File: src/rtl/spi_master_cfg.sv
// rtl/spi_master_cfg.sv - configurable SPI master, DATA_W-bit full-duplex, runtime divider and mode
// Ports: clk/reset; tx_data/tx_valid/tx_ready request handshake; rx_data/rx_valid completion pulse;
//        busy; ss_sel/cpol/cpha/lsb_first/clk_div latched at accept; sclk/mosi/miso/ss_n SPI pins.
module spi_master_cfg #(
  parameter int DATA_W = 8,
  parameter int NUM_SS = 4,
  parameter int SEL_W  = 2,
  parameter int DIV_W  = 8
) (
  input  logic              clk,
  input  logic              reset,
  input  logic [DATA_W-1:0] tx_data,
  input  logic              tx_valid,
  output logic              tx_ready,
  input  logic [SEL_W-1:0]  ss_sel,
  input  logic              cpol,
  input  logic              cpha,
  input  logic              lsb_first,
  input  logic [DIV_W-1:0]  clk_div,
  output logic [DATA_W-1:0] rx_data,
  output logic              rx_valid,
  output logic              busy,
  output logic              sclk,
  output logic              mosi,
  input  logic              miso,
  output logic [NUM_SS-1:0] ss_n
);

  localparam int EDGE_W = $clog2(2 * DATA_W + 1);
  localparam logic [EDGE_W-1:0] LAST_EDGE = EDGE_W'(2 * DATA_W);

  typedef enum logic [2:0] {S_IDLE, S_SETUP, S_XFER, S_HOLD, S_GAP} state_t;

  state_t            state_q, state_d;
  logic [DIV_W-1:0]  cnt_q, cnt_d, div_q, div_d;
  logic [EDGE_W-1:0] edge_q, edge_d, edge_k;
  logic              cpol_q, cpol_d, cpha_q, cpha_d, lsb_q, lsb_d;
  logic [DATA_W-1:0] tx_sh_q, tx_sh_d, rx_sh_q, rx_sh_d, rx_data_q, rx_data_d;
  logic              sclk_q, sclk_d, mosi_q, mosi_d, rx_valid_q, rx_valid_d;
  logic [NUM_SS-1:0] ss_n_q, ss_n_d;
  logic              tick, sample_edge;

  function automatic logic head_bit(input logic [DATA_W-1:0] w, input logic lsb);
    return lsb ? w[0] : w[DATA_W-1];
  endfunction

  function automatic logic [DATA_W-1:0] shift_out(input logic [DATA_W-1:0] w, input logic lsb);
    return lsb ? {1'b0, w[DATA_W-1:1]} : {w[DATA_W-2:0], 1'b0};
  endfunction

  // Received bits enter from the end opposite to the one transmitted first, so the
  // first bit on the wire lands at the same word position for tx and rx.
  function automatic logic [DATA_W-1:0] shift_in(input logic [DATA_W-1:0] w, input logic lsb,
                                                 input logic b);
    return lsb ? {b, w[DATA_W-1:1]} : {w[DATA_W-2:0], b};
  endfunction

  always_comb begin
    state_d    = state_q;
    cnt_d      = cnt_q;
    div_d      = div_q;
    edge_d     = edge_q;
    cpol_d     = cpol_q;
    cpha_d     = cpha_q;
    lsb_d      = lsb_q;
    tx_sh_d    = tx_sh_q;
    rx_sh_d    = rx_sh_q;
    rx_data_d  = rx_data_q;
    sclk_d     = sclk_q;
    mosi_d     = mosi_q;
    ss_n_d     = ss_n_q;
    rx_valid_d = 1'b0;

    // Counter runs 0..div_q, so H = div_q+1 never needs a value wider than DIV_W.
    tick        = (cnt_q == div_q);
    edge_k      = edge_q + EDGE_W'(1);
    // Odd edges are leading; cpha=0 samples on leading, cpha=1 on trailing.
    sample_edge = (edge_k[0] != cpha_q);

    if (state_q != S_IDLE) cnt_d = tick ? '0 : cnt_q + DIV_W'(1);

    unique case (state_q)
      S_IDLE: begin
        cnt_d  = '0;
        sclk_d = cpol_q;
        if (tx_valid) begin
          state_d = S_SETUP;
          div_d   = clk_div;
          cpol_d  = cpol;
          cpha_d  = cpha;
          lsb_d   = lsb_first;
          edge_d  = '0;
          rx_sh_d = '0;
          sclk_d  = cpol;
          // Out-of-range selects leave every line deasserted.
          for (int i = 0; i < NUM_SS; i++) ss_n_d[i] = (int'(ss_sel) != i);
          if (!cpha) begin
            mosi_d  = head_bit(tx_data, lsb_first);
            tx_sh_d = shift_out(tx_data, lsb_first);
          end else begin
            tx_sh_d = tx_data;
          end
        end
      end
      S_SETUP, S_XFER: begin
        if (tick) begin
          sclk_d = ~sclk_q;
          edge_d = edge_k;
          if (sample_edge) begin
            rx_sh_d = shift_in(rx_sh_q, lsb_q, miso);
          end else if (edge_k != LAST_EDGE) begin
            mosi_d  = head_bit(tx_sh_q, lsb_q);
            tx_sh_d = shift_out(tx_sh_q, lsb_q);
          end
          state_d = (edge_k == LAST_EDGE) ? S_HOLD : S_XFER;
        end
      end
      S_HOLD: begin
        if (tick) begin
          ss_n_d     = '1;
          rx_data_d  = rx_sh_q;
          rx_valid_d = 1'b1;
          state_d    = S_GAP;
        end
      end
      S_GAP: begin
        if (tick) state_d = S_IDLE;
      end
      default: state_d = S_IDLE;
    endcase
  end

  always_ff @(posedge clk or posedge reset) begin
    if (reset) begin
      state_q    <= S_IDLE;
      cnt_q      <= '0;
      div_q      <= '0;
      edge_q     <= '0;
      cpol_q     <= 1'b0;
      cpha_q     <= 1'b0;
      lsb_q      <= 1'b0;
      tx_sh_q    <= '0;
      rx_sh_q    <= '0;
      rx_data_q  <= '0;
      sclk_q     <= 1'b0;
      mosi_q     <= 1'b0;
      ss_n_q     <= '1;
      rx_valid_q <= 1'b0;
    end else begin
      state_q    <= state_d;
      cnt_q      <= cnt_d;
      div_q      <= div_d;
      edge_q     <= edge_d;
      cpol_q     <= cpol_d;
      cpha_q     <= cpha_d;
      lsb_q      <= lsb_d;
      tx_sh_q    <= tx_sh_d;
      rx_sh_q    <= rx_sh_d;
      rx_data_q  <= rx_data_d;
      sclk_q     <= sclk_d;
      mosi_q     <= mosi_d;
      ss_n_q     <= ss_n_d;
      rx_valid_q <= rx_valid_d;
    end
  end

  assign tx_ready = (state_q == S_IDLE);
  assign busy     = ~tx_ready;
  assign rx_data  = rx_data_q;
  assign rx_valid = rx_valid_q;
  assign sclk     = sclk_q;
  assign mosi     = mosi_q;
  assign ss_n     = ss_n_q;

endmodule

File: config.mk
export PLATFORM = sky130hd
export DESIGN_NAME = spi_master_cfg
export DESIGN_NICKNAME = d
export VERILOG_FILES = /design/src/rtl/spi_master_cfg.sv
export SDC_FILE = /design/constraint.sdc
export NUM_CORES = 1
export LEC_CHECK = 0
export ABC_AREA = 1
export CAP_MARGIN = 20
export CELL_PAD_IN_SITES_DETAIL_PLACEMENT = 1
export CELL_PAD_IN_SITES_GLOBAL_PLACEMENT = 2
export CORE_UTILIZATION = 34
export DETAILED_ROUTE_END_ITERATION = 8
export PLACE_DENSITY_LB_ADDON = 0.1
export SLEW_MARGIN = 20
export SYNTH_ARGS = -nofsm -noshare
export SYNTH_HDL_FRONTEND = slang
export SYNTH_SLANG_ARGS = --single-unit
export TNS_END_PERCENT = 1
File: constraint.sdc
create_clock -name clk -period 3.1 [get_ports clk]
set_input_delay 0.775 -clock clk [delete_from_list [all_inputs] [get_ports clk]]
set_output_delay 0.775 -clock clk [all_outputs]
set_load 0.02 [all_outputs]
==> summary by stage, run 1 <==
Run status
The run finished, with violations left. The final reports fail on DRC.

Global route
The global-route wire length before repair is 14.0 mm. Entering global routing, the biggest net connects 29 pins. For this run, global-route usage on met2 was measured as 29.9%. The remaining global-route overflow is 0. The global router's overall resource usage is 18.7%.

The initial antenna violation count came to 0. The layer flagged by global routing as most heavily used is met2. The met1 routing resource usage after global routing is 25.3%. Global routing consumed, on the met3 layer, 3.88% of the routing resources.

The via count of the first global-routing pass is 2864.

Floorplanning
In this run the count of I/O pins placed on the die edge is 42. In this run the vertical extent of the chip is 97.7 um. The area of the placeable core is 8810 um^2. The initial core utilization is 35.3%. The die covers 9540 um^2. The die is 97.7 um wide. In this run the core area contains 34 standard-cell rows.

STA
The share of the clock period used by the worst path is 85.1%. Setup repair after global routing left no endpoint under its margin. The setup violation total in the final timing report is 0. Measured against its own limit, the worst slew margin works out to 57.1%. Based on the critical path, the design can be clocked at up to 0.379 GHz. The worst clock skew on the final layout is 11.6 ps. Adding up every negative setup slack in the final design gives 0 ps. For the pin with the worst max-slew slack, the measured transition is 642 ps. Final hold analysis gives a worst-case slack of 473 ps. The final hold violation count is 0. The number of pins exceeding their max-slew limit in the final report was 0. The final critical delay including setup and external delays is 2640 ps.

Final layout
The number of antenna repair diodes is 0. The area growth from synthesis to layout is 23.5%. Leaving out fill and tap cells, the most frequent cells in the layout are sky130_fd_sc_hd__nand2_1 (136), sky130_fd_sc_hd__dfrtp_1 (54), sky130_fd_sc_hd__clkdlybuf4s50_1 (41).

The cell area after layout is 3840 um^2. Once layout is complete, the utilization of the core stands at 43.6%. The library cell used most frequently in the layout, excluding fill and tap cells, is sky130_fd_sc_hd__nand2_1. The net count of the finished layout is 473.

In the final layout, the share of cells above drive strength 1 is 10.2%.

Placement
The final RePlAce weighted congestion is 0.728. Summing all placed instances gives a cell area of 3620 um^2. The HPWL after detailed placement is 5.77 mm. The count of buffers added on input and output ports is 41.

Critical path
The worst setup path is launched from a flip-flop. The worst register-to-register path has a setup slack of 1070 ps. The category of cells accounting for the largest share of critical-path delay is buffers and inverters. The number of buffers and inverters on the critical path is 3.

The slowest library cell on the worst path is sky130_fd_sc_hd__clkdlybuf4s50_1. The signal on the critical path passes through nor2_4, inv_2, nor2_4, inv_2, clkdlybuf4s50_1. The peak fanout along the critical path is 7. The critical path capture point type is a primary output.

The required time of the worst setup path is 2320 ps. The worst setup path is of the flip-flop to primary output kind. At the worst endpoint, the arrival time is 1860 ps. The largest single stage delay on the critical path is 550 ps.

Synth
The count of different cell masters after synthesis is 31. The instance count of the mapped netlist is 403. Synthesis produced a netlist with a net count of 431. The share of the Yosys chip area taken by registers is 46.8%. After synthesis, the share of cell area in mux cells is 1.45%. The basic-gate share of the synthesized area counting and, or, nand and nor cells is 29.0%.

For this run, the number of Yosys warnings is 0. Summing the areas of all xor and xnor instances in the mapped netlist gives 2.53% of the synthesized area. Among all flip-flop cells after synthesis, the most frequent one is sky130_fd_sc_hd__dfrtp_1. The number of synthesized flops with an enable pin is 0.

Counting flops and latches in the post-synthesis netlist gives 58. After synthesis, the mean cell area works out to 7.72 um^2. In the post-synthesis netlist, the biggest area contributors are sky130_fd_sc_hd__dfrtp_1 (43%), sky130_fd_sc_hd__nand2_1 (16%), sky130_fd_sc_hd__o21ai_1 (4.5%). The area fraction in compound gates after synthesis is 11.9%. The synthesized design devotes to its leading area cell type 43.4% of total area.

After Yosys synthesis, full adders, half adders and majority gates account for 1.21% of the synthesized area. In this run the cell area of the synthesized design comes to 3110 um^2. For this run, asynchronously set or reset flops after synthesis account for 100%.

The cell type contributing the most total cell area after synthesis is sky130_fd_sc_hd__dfrtp_1. By area, the combinational part of the netlist is dominated by simple AND/OR/NAND/NOR gates.

Clock tree
The number of buffers created by CTS is 9. The clock sink total is 58. The maximum level of the CTS H-tree is 3. Clock-pin slew was measured on the worst setup and hold paths at 60 ps.

Post-CTS timing repair inserted 0 buffers for setup. In this run, post-CTS repair resized a total of 0 instances. In this run the deepest clock path goes through 2 buffers. Hold repair after CTS inserted 0 buffers. The clock latency at the later pin of the worst-skew pair is 340 ps. The root buffer cell is sky130_fd_sc_hd__clkbuf_8. TritonCTS built the clock tree.

Detailed routing
In this run the remaining antenna-violating nets after routing total 0. The via density per instance is 4.98. The DRC violations left is 8.

The average wire length per cell after detail routing is 14.3 um. The count of routing violations after the opening detailed-route iteration is 83. The routed layout has 2780 vias. After detailed routing, the total wire length is 7.97 mm. The number of detailed-route iterations in the first pass is 6.

Job
The max-capacitance violation count is 0.

Power and ir drop
The post-route total power is 0.00356 W. For this design the static power due to leakage is 1.77 nW. The power density normalized to cell area is 925 nW/um^2. VDD sags by at most 283 uV.

Min path
The worst hold path belongs to the class flip-flop to flip-flop.
## synth_stat cells, types with 6 or more instances
master                       n
sky130_fd_sc_hd__nand4_1    11
sky130_fd_sc_hd__xnor2_1     7
sky130_fd_sc_hd__nor2_1     19
sky130_fd_sc_hd__inv_1      32
sky130_fd_sc_hd__a21oi_1    12
sky130_fd_sc_hd__o21ai_0    21
sky130_fd_sc_hd__clkbuf_1    6
sky130_fd_sc_hd__nand2_1   136
sky130_fd_sc_hd__o211ai_1    7
sky130_fd_sc_hd__inv_2       7
sky130_fd_sc_hd__o21ai_1    28
sky130_fd_sc_hd__dfrtp_1    54
sky130_fd_sc_hd__nand3_1    20
## kinds of logic (layout without fill, tap and decap cells)
kind of cell,after synthesis,after routing
AOI/OAI and AO/OA,70,70
xor gates and xnor gates,9,9
adders and majority gates,3,3
buffers and inverters,53,100
DFF,58,58
muxes,4,4
and+or+nand+nor,206,206
## registers in the layout, indices dropped and copies added, names as in the netlist, 3 cells and up
| signal | cells |
|---|---|
| div_q | 8 |
| rx_data | 8 |
| state_q | 3 |
| tx_sh_q | 8 |
| rx_sh_q | 8 |
| ss_n | 4 |
| cnt_q | 8 |
| edge_q | 5 |
## power by group
group          switching (W)  internal [W]  leakage, nW  total, W
Sequential          0.000201       0.00101        0.746   0.00121
Clock               0.000315      0.000472        0.109  0.000787
Combinational        0.00101      0.000555        0.919   0.00156
Total                0.00152       0.00203         1.77   0.00356
## per-layer routing
metal	vias to the layer above	share of wire [%]
met3	8	3.1
met1	1341	49
met2	40	47
met5	-	0
li1	1391	-
met4	0	1.3
## cell type report
cell class / count / area (um^2)
clock inverter: 5 / 77.6
sequential: 58 / 1460
tap: 108 / 135
multi-input combinational: 292 / 1440
fill: 1089 / 4960
timing repair buffer: 44 / 445
clock buffer: 11 / 141
inverter: 40 / 150
## worst reg2reg max path: cells and delay by family (launching register included)
kind            cells  cell delay, ps
compound gates      1              70
buf+inv             1             330
flops               1             420
simple gates        7            1100
## stage by stage
stage | instances | setup slack, ps
2_1_floorplan | 403 | 904
3_3_place_gp | 542 | 605
3_5_place_dp | 542 | 558
4_1_cts | 558 | 439
5_1_grt | 558 | 371
6_report | 558 | 462
## final timing paths
path | startpoint | end | cells past startpoint
max | state_q[1] | busy | 5
min | tx_sh_q[7] | tx_sh_q[7] | 2
max reg2reg | state_q[0] | rx_sh_q[0] | 9
min reg2reg | tx_sh_q[7] | tx_sh_q[7] | 2
max in group asynchronous | reset | tx_sh_q[3] | 3
min in group asynchronous | reset | rx_data[3] | 2
(Power assumes the default switching activity.)
==> run 2: changes to the inputs <==
CORE_ASPECT_RATIO = 1.4   (was not set)
==> summary by stage, run 2 (synthesis gave the netlist of run 1 again) <==
Placement
The count of input and output buffers was 41 (unchanged). The post-placement cell count is 541 (-0.18%). The HPWL after detailed placement was 5.80 mm (+0.51%).

The final RePlAce weighted congestion is 0.785 (+7.8%). The pre-CTS setup slack is 581 ps (+23.6 ps).

STA
The worst clock skew on the final layout is 5.08 ps (-6.55 ps). The final hold violation count is 0 (unchanged). The minimum setup slack in the final design is 464 ps (+1.90 ps). The worst hold margin is 471 ps (-1.98 ps). The total negative slack came to 0 ps (unchanged). The fmax is 0.379 GHz (about the same). The headroom to the max-slew limit is 57.9% (+0.74 points). Setup repair after global routing left no endpoint under its margin.

The share of the clock period used by the worst path was 85.0% (about the same). The setup violation total in the final timing report is 0 (unchanged). The final critical delay including setup and external delays is 2640 ps (-1.91 ps). The number of pins exceeding their max-slew limit in the final report is 0 (unchanged).

The worst-margin pin slew came to 631 ps (-11.1 ps).

Clock tree
The clock tree buffer depth was 2 (unchanged). The clock-pin slew reported for the worst setup and hold paths after clock tree synthesis was 50 ps (about the same). The clock latency at the later pin of the worst-skew pair is 330 ps (about the same). The TritonCTS clock tree is done. The root buffer cell is sky130_fd_sc_hd__clkbuf_16. The number of buffers inserted to repair setup after CTS is 0 (unchanged).

The number of gates given a new drive strength after cts is 0 (unchanged). The hold buffer count at cts is 0 (unchanged). The number of buffers created by CTS is 9 (unchanged). The maximum level of the CTS H-tree came to 3 (unchanged).

The clock sink total came to 58 (unchanged).

Detailed routing
The number of detailed-route iterations in the first pass came to 4 (-2). The via density per instance was 5.03 (+0.97%). The average wire length per cell after detail routing came to 14.5 um (+1.3%).

The number of nets with antenna violations after routing is 0 (unchanged). The total number of vias is 2802 (+0.79%). The count of routing violations after the opening detailed-route iteration is 88 (+6.0%). The DRC violations left was 0 (-8).

The wire length after detailed routing came to 8.06 mm (+1.1%).

Final layout
The net count of the finished layout is 475 (+0.42%). The number of antenna repair diodes was 0 (unchanged). The register area came to 1460 um^2 (unchanged). The area occupied by multi-input gates is 1440 um^2 (unchanged). The commonest non-fill, non-tap cell in the layout is sky130_fd_sc_hd__nand2_1. The end-of-flow core utilization is 45.3% (+1.6 points). The post-synthesis to final-layout area growth is 26.7%. The final cell count without fillers is 557 (-0.18%). The top cell types in the final layout, fill and taps aside, are sky130_fd_sc_hd__nand2_1 (136), sky130_fd_sc_hd__dfrtp_1 (54), sky130_fd_sc_hd__clkdlybuf4s50_1 (41). The number of fill cells is 1105 (+1.5%). The share of layout cells above drive strength 1 is 10.6% (+0.40 points).

Critical path
The signal arrival time at the worst endpoint is 1860 ps (about the same). The peak fanout along the critical path is 7 (unchanged). The delay contributed by the slowest stage of the critical path is 560 ps (about the same).

The worst reg2reg path startpoint is state_q[1]. The required time of the worst setup path came to 2320 ps (about the same). The worst setup path startpoint is state_q[1].

STA classifies the critical path startpoint as a flip-flop. The critical path capture point type is a primary output. The number of buffer and inverter instances along the worst setup path is 3 (unchanged). The number of cells on the worst reg-to-reg path came to 9 (unchanged). The slowest library cell on the worst path is sky130_fd_sc_hd__clkdlybuf4s50_1. The category of the critical setup timing path is flip-flop to primary output.

The category of cells accounting for the largest share of critical-path delay is buffers and inverters. The number of logic stages on the critical path including buffering is 5 (unchanged). Traced cell by cell, the critical path runs through nor2_4, inv_2, nor2_4, inv_2, clkdlybuf4s50_1.

Global route
The global-route wire length before repair is 14.0 mm (-0.25%). The global router's overall resource usage is 18.5% (-0.17 points). The initial antenna violation count is 0 (unchanged). The via count of the first global-routing pass is 2917 (+1.9%). The remaining global-route overflow is 0 (unchanged). The pin count of the biggest net entering global routing is 23 (-21%).

Run status
The run finished with clean final reports.

Floorplanning
The total number of placement rows came to 40 (+18%). The area of the die came to 9540 um^2 (about the same). The area of the placeable core is 8710 um^2 (-1.1%). The overall die width is 82.9 um (-15%).

The height of the die was 115 um (+18%). The number of top-level design ports is 42 (unchanged). The initial core utilization came to 35.7% (+0.40 points).

Power and ir drop
The power density normalized to cell area is 980 nW/um^2 (+5.9%). The worst IR drop on VDD is 536 uV (+89%). The leakage power summed over all cells is 1.83 nW (+2.9%).

Min path
In this run the worst hold path is classified as flip-flop to flip-flop. The depth of the worst hold-timing path is 2 (unchanged). The worst hold path begins at tx_sh_q[7].

Job
The max-capacitance violation count came to 0 (unchanged).
## run 2: layout make-up
type / count / area share [%]
Sequential cell: 58 / 36.9
Multi-Input combinational cell: 292 / 36.4
Timing Repair Buffer: 46 / 11.4
Clock buffer: 11 / 6.16
Inverter: 40 / 3.81
Tap cell: 105 / 3.33
Clock inverter: 5 / 1.97
## run 2: path summary, 6_finish.rpt
path	to	slack (ps)
worst max-delay path	busy	460
worst min-delay path	tx_sh_q[7]	470
worst max register to register	tx_sh_q[4]	1110
worst min register to register	tx_sh_q[7]	470
max in group asynchronous	cnt_q[3]	1700
min in group asynchronous	edge_q[2]	770
## run 2: layer usage
layer / vias to the layer above / GRT usage [%] / routed length [um]
met1: 1364 / 22.0 / 3620
met4: 0 / 7.01 / 131
li1: 1395 / - / -
met5: - / 0 / 0
met2: 32 / 32.5 / 4100
met3: 11 / 4.31 / 201
## run 2: per-stage QoR
| step | total power [W] | area [um^2] |
|---|---|---|
| after floorplan | 0.00235 | 3110 |
| after global placement | 0.00279 | 3620 |
| after detailed placement | 0.00283 | 3620 |
| after CTS | 0.00393 | 3940 |
| after global routing | 0.00418 | 3940 |
| final | 0.00387 | 3940 |
## run 2: worst reg2reg max path: stages, from the launching register on
cell and delay [ps]:
sky130_fd_sc_hd__dfrtp_1 420, sky130_fd_sc_hd__nand2_1 150, sky130_fd_sc_hd__nand2_1 100, sky130_fd_sc_hd__nor2_2 110, sky130_fd_sc_hd__buf_4 240, sky130_fd_sc_hd__nand3_1 150
sky130_fd_sc_hd__nand2_2 270, sky130_fd_sc_hd__nand3_2 260, sky130_fd_sc_hd__nand2_1 120, sky130_fd_sc_hd__nand2_1 50
## run 2: power by group
| part | total, W | internal [W] | switching, W |
|---|---|---|---|
| sequential | 0.00119 | 0.00101 | 0.000182 |
| combinational | 0.00160 | 0.000573 | 0.00103 |
| clock | 0.00107 | 0.000722 | 0.000348 |
==> run 3: changes to the inputs <==
CAP_MARGIN = 40   (was 20)
MAX_ROUTING_LAYER = met4   (was not set)
==> summary by stage, run 3 (synthesis gave the netlist of run 1 again) <==
Detailed routing
The wire length after detailed routing came to 8.05 mm (about the same). The number of detailed-route iterations in the first pass was 4 (unchanged). The count of routing violations after the opening detailed-route iteration is 83 (-5.7%). The average wire length per cell after detail routing was 14.5 um (about the same).

The via density per instance is 5.05 (+0.36%). The total number of vias is 2812 (+0.36%). The number of nets with antenna violations after routing is 0 (unchanged).

The DRC violations left is 0 (unchanged).

Run status
The flow ran to the end, and the final reports show no timing, DRC or antenna violations.

Clock tree
The number of buffers created by CTS was 9 (unchanged). The clock-pin slew reported for the worst setup and hold paths after clock tree synthesis is 50 ps (about the same). The clock tree buffer depth came to 2 (unchanged). The hold buffer count at cts is 0 (unchanged). The clock latency at the later pin of the worst-skew pair is 330 ps (about the same). The number of buffers inserted to repair setup after CTS is 0 (unchanged). The clock sink total came to 58 (unchanged). The maximum level of the CTS H-tree is 3 (unchanged).

The TritonCTS clock tree is done. CTS placed an instance of sky130_fd_sc_hd__clkbuf_16 at the clock tree root. The number of gates given a new drive strength after cts is 0 (unchanged).

Critical path
The number of buffer and inverter instances along the worst setup path is 3 (unchanged). STA classifies the critical path startpoint as a flip-flop. Walking the worst path, the cells encountered are nor2_4, inv_2, nor2_4, inv_2, clkdlybuf4s50_1. The required time of the worst setup path was 2320 ps (about the same).

The setup path with the least slack is of type flip-flop to primary output. The delay contributed by the slowest stage of the critical path is 560 ps (about the same). The slowest library cell on the worst path is sky130_fd_sc_hd__clkdlybuf4s50_1. The signal arrival time at the worst endpoint is 1850 ps (about the same).

The peak fanout along the critical path came to 7 (unchanged). The worst setup path is captured at a primary output. The category of cells accounting for the largest share of critical-path delay is buffers and inverters.

STA
The final hold violation count came to 0 (unchanged). The fmax was 0.380 GHz (+0.30%). The worst-margin pin slew was 628 ps (-2.98 ps).

The total negative slack is 0 ps (unchanged). Setup repair after global routing left no endpoint under its margin. The worst clock skew on the final layout is 4.31 ps (-0.772 ps). The worst hold margin is 471 ps (-0.00400 ps). The share of the clock period used by the worst path is 84.8% (-0.25 points). The number of pins exceeding their max-slew limit in the final report is 0 (unchanged). The headroom to the max-slew limit is 58.1% (+0.20 points). The final critical delay including setup and external delays is 2630 ps (-7.90 ps).

The setup violation total in the final timing report is 0 (unchanged).

Floorplanning
The area of the die was 9540 um^2 (unchanged). The area of the placeable core is 8710 um^2 (unchanged). The overall die width was 82.9 um (unchanged). The total number of placement rows was 40 (unchanged). The initial core utilization was 35.7% (unchanged).

The height of the die is 115 um (unchanged). The number of top-level design ports is 42 (unchanged).

Power and ir drop
The power density normalized to cell area is 980 nW/um^2 (about the same). The leakage power summed over all cells is 1.83 nW (unchanged). The worst IR drop on VDD is 536 uV (about the same). The post-route total power is 0.00386 W (about the same).

Global route
The remaining global-route overflow is 0 (unchanged). The global router's overall resource usage came to 19.0% (+0.49 points). The via count of the first global-routing pass is 2910 (-0.24%).

The initial antenna violation count came to 0 (unchanged). The global-route wire length before repair is 14.0 mm (-0.10%). The pin count of the biggest net entering global routing is 23 (unchanged).

Placement
The final RePlAce weighted congestion is 0.796 (+1.4%). The HPWL after detailed placement was 5.80 mm (unchanged). The post-place instance area is 3620 um^2 (unchanged). The count of input and output buffers came to 41 (unchanged).

Final layout
The number of antenna repair diodes is 0 (unchanged). The commonest non-fill, non-tap cell in the layout is sky130_fd_sc_hd__nand2_1. The share of layout cells above drive strength 1 is 10.6% (unchanged). The net count of the finished layout is 475 (unchanged). The library cells used most frequently in the layout, excluding fill and tap cells, are sky130_fd_sc_hd__nand2_1 (136), sky130_fd_sc_hd__dfrtp_1 (54), sky130_fd_sc_hd__clkdlybuf4s50_1 (41). The post-synthesis to final-layout area growth is 26.7% (unchanged). The cell area after layout was 3940 um^2 (unchanged).

Job
The max-capacitance violation count is 0 (unchanged).

Min path
The path category of the worst min-delay check is flip-flop to flip-flop.
[run 3: cell counts in the layout (fill, tap and decap cells not counted)]
No cell type changed its count.
[run 3: final cells by class]
| cell class | count | area, um^2 |
|---|---|---|
| sequential | 58 | 1460 |
| tap | 105 | 131 |
| fill | 1105 | 4770 |
| clock inverter | 5 | 77.6 |
| multi-input combinational | 292 | 1440 |
| inverter | 40 | 150 |
| timing repair buffer | 46 | 448 |
| clock buffer | 11 | 243 |
[run 3: power by group]
group / internal (W) / leakage [nW] / switching, W
clock: 0.000722 / 0.156 / 0.000348
combinational: 0.000573 / 0.925 / 0.00103
sequential: 0.00101 / 0.746 / 0.000181
[run 3: through the flow]
| step | setup slack [ps] | utilization (%) | instances |
|---|---|---|---|
| 6_report | 472 | 45.3 | 557 |
| 5_1_grt | 389 | 45.3 | 557 |
| 4_1_cts | 446 | 45.3 | 557 |
| 3_5_place_dp | 581 | 41.6 | 541 |
| 3_3_place_gp | 683 | 41.6 | 541 |
| 2_1_floorplan | 904 | - | 403 |
[run 3: metal layers]
metal  vias up  share of wire, %  GRT usage (%)  routed length [um]
li1       1397                 -              -                   -
met1      1369                45           22.0                3600
met2        33                51           32.5                4110
met3        13               2.6           3.45                 208
met4         0               1.7           7.70                 133
met5         -                 0              -                   0
[run 3: final timing paths]
check,cells after the start,slack (ps),endpoint,from
worst max-delay path,5,470,busy,state_q[1]
worst min-delay path,2,470,tx_sh_q[7],tx_sh_q[7]
worst max register to register,9,1120,tx_sh_q[1],state_q[0]
worst min register to register,2,470,tx_sh_q[7],tx_sh_q[7]
max in group asynchronous,3,1700,cnt_q[3],reset
min in group asynchronous,2,770,edge_q[2],reset
[run 3: worst reg2reg max path, cell delays in order, from the launching register on]
cell and delay (ps):
sky130_fd_sc_hd__dfrtp_1 410, sky130_fd_sc_hd__nand2_1 160, sky130_fd_sc_hd__nand2_1 100, sky130_fd_sc_hd__nor2_2 110
sky130_fd_sc_hd__buf_4 240, sky130_fd_sc_hd__nand3_1 150, sky130_fd_sc_hd__nand2_2 270, sky130_fd_sc_hd__nand3_2 260
sky130_fd_sc_hd__nand2_1 120, sky130_fd_sc_hd__nand2_1 50
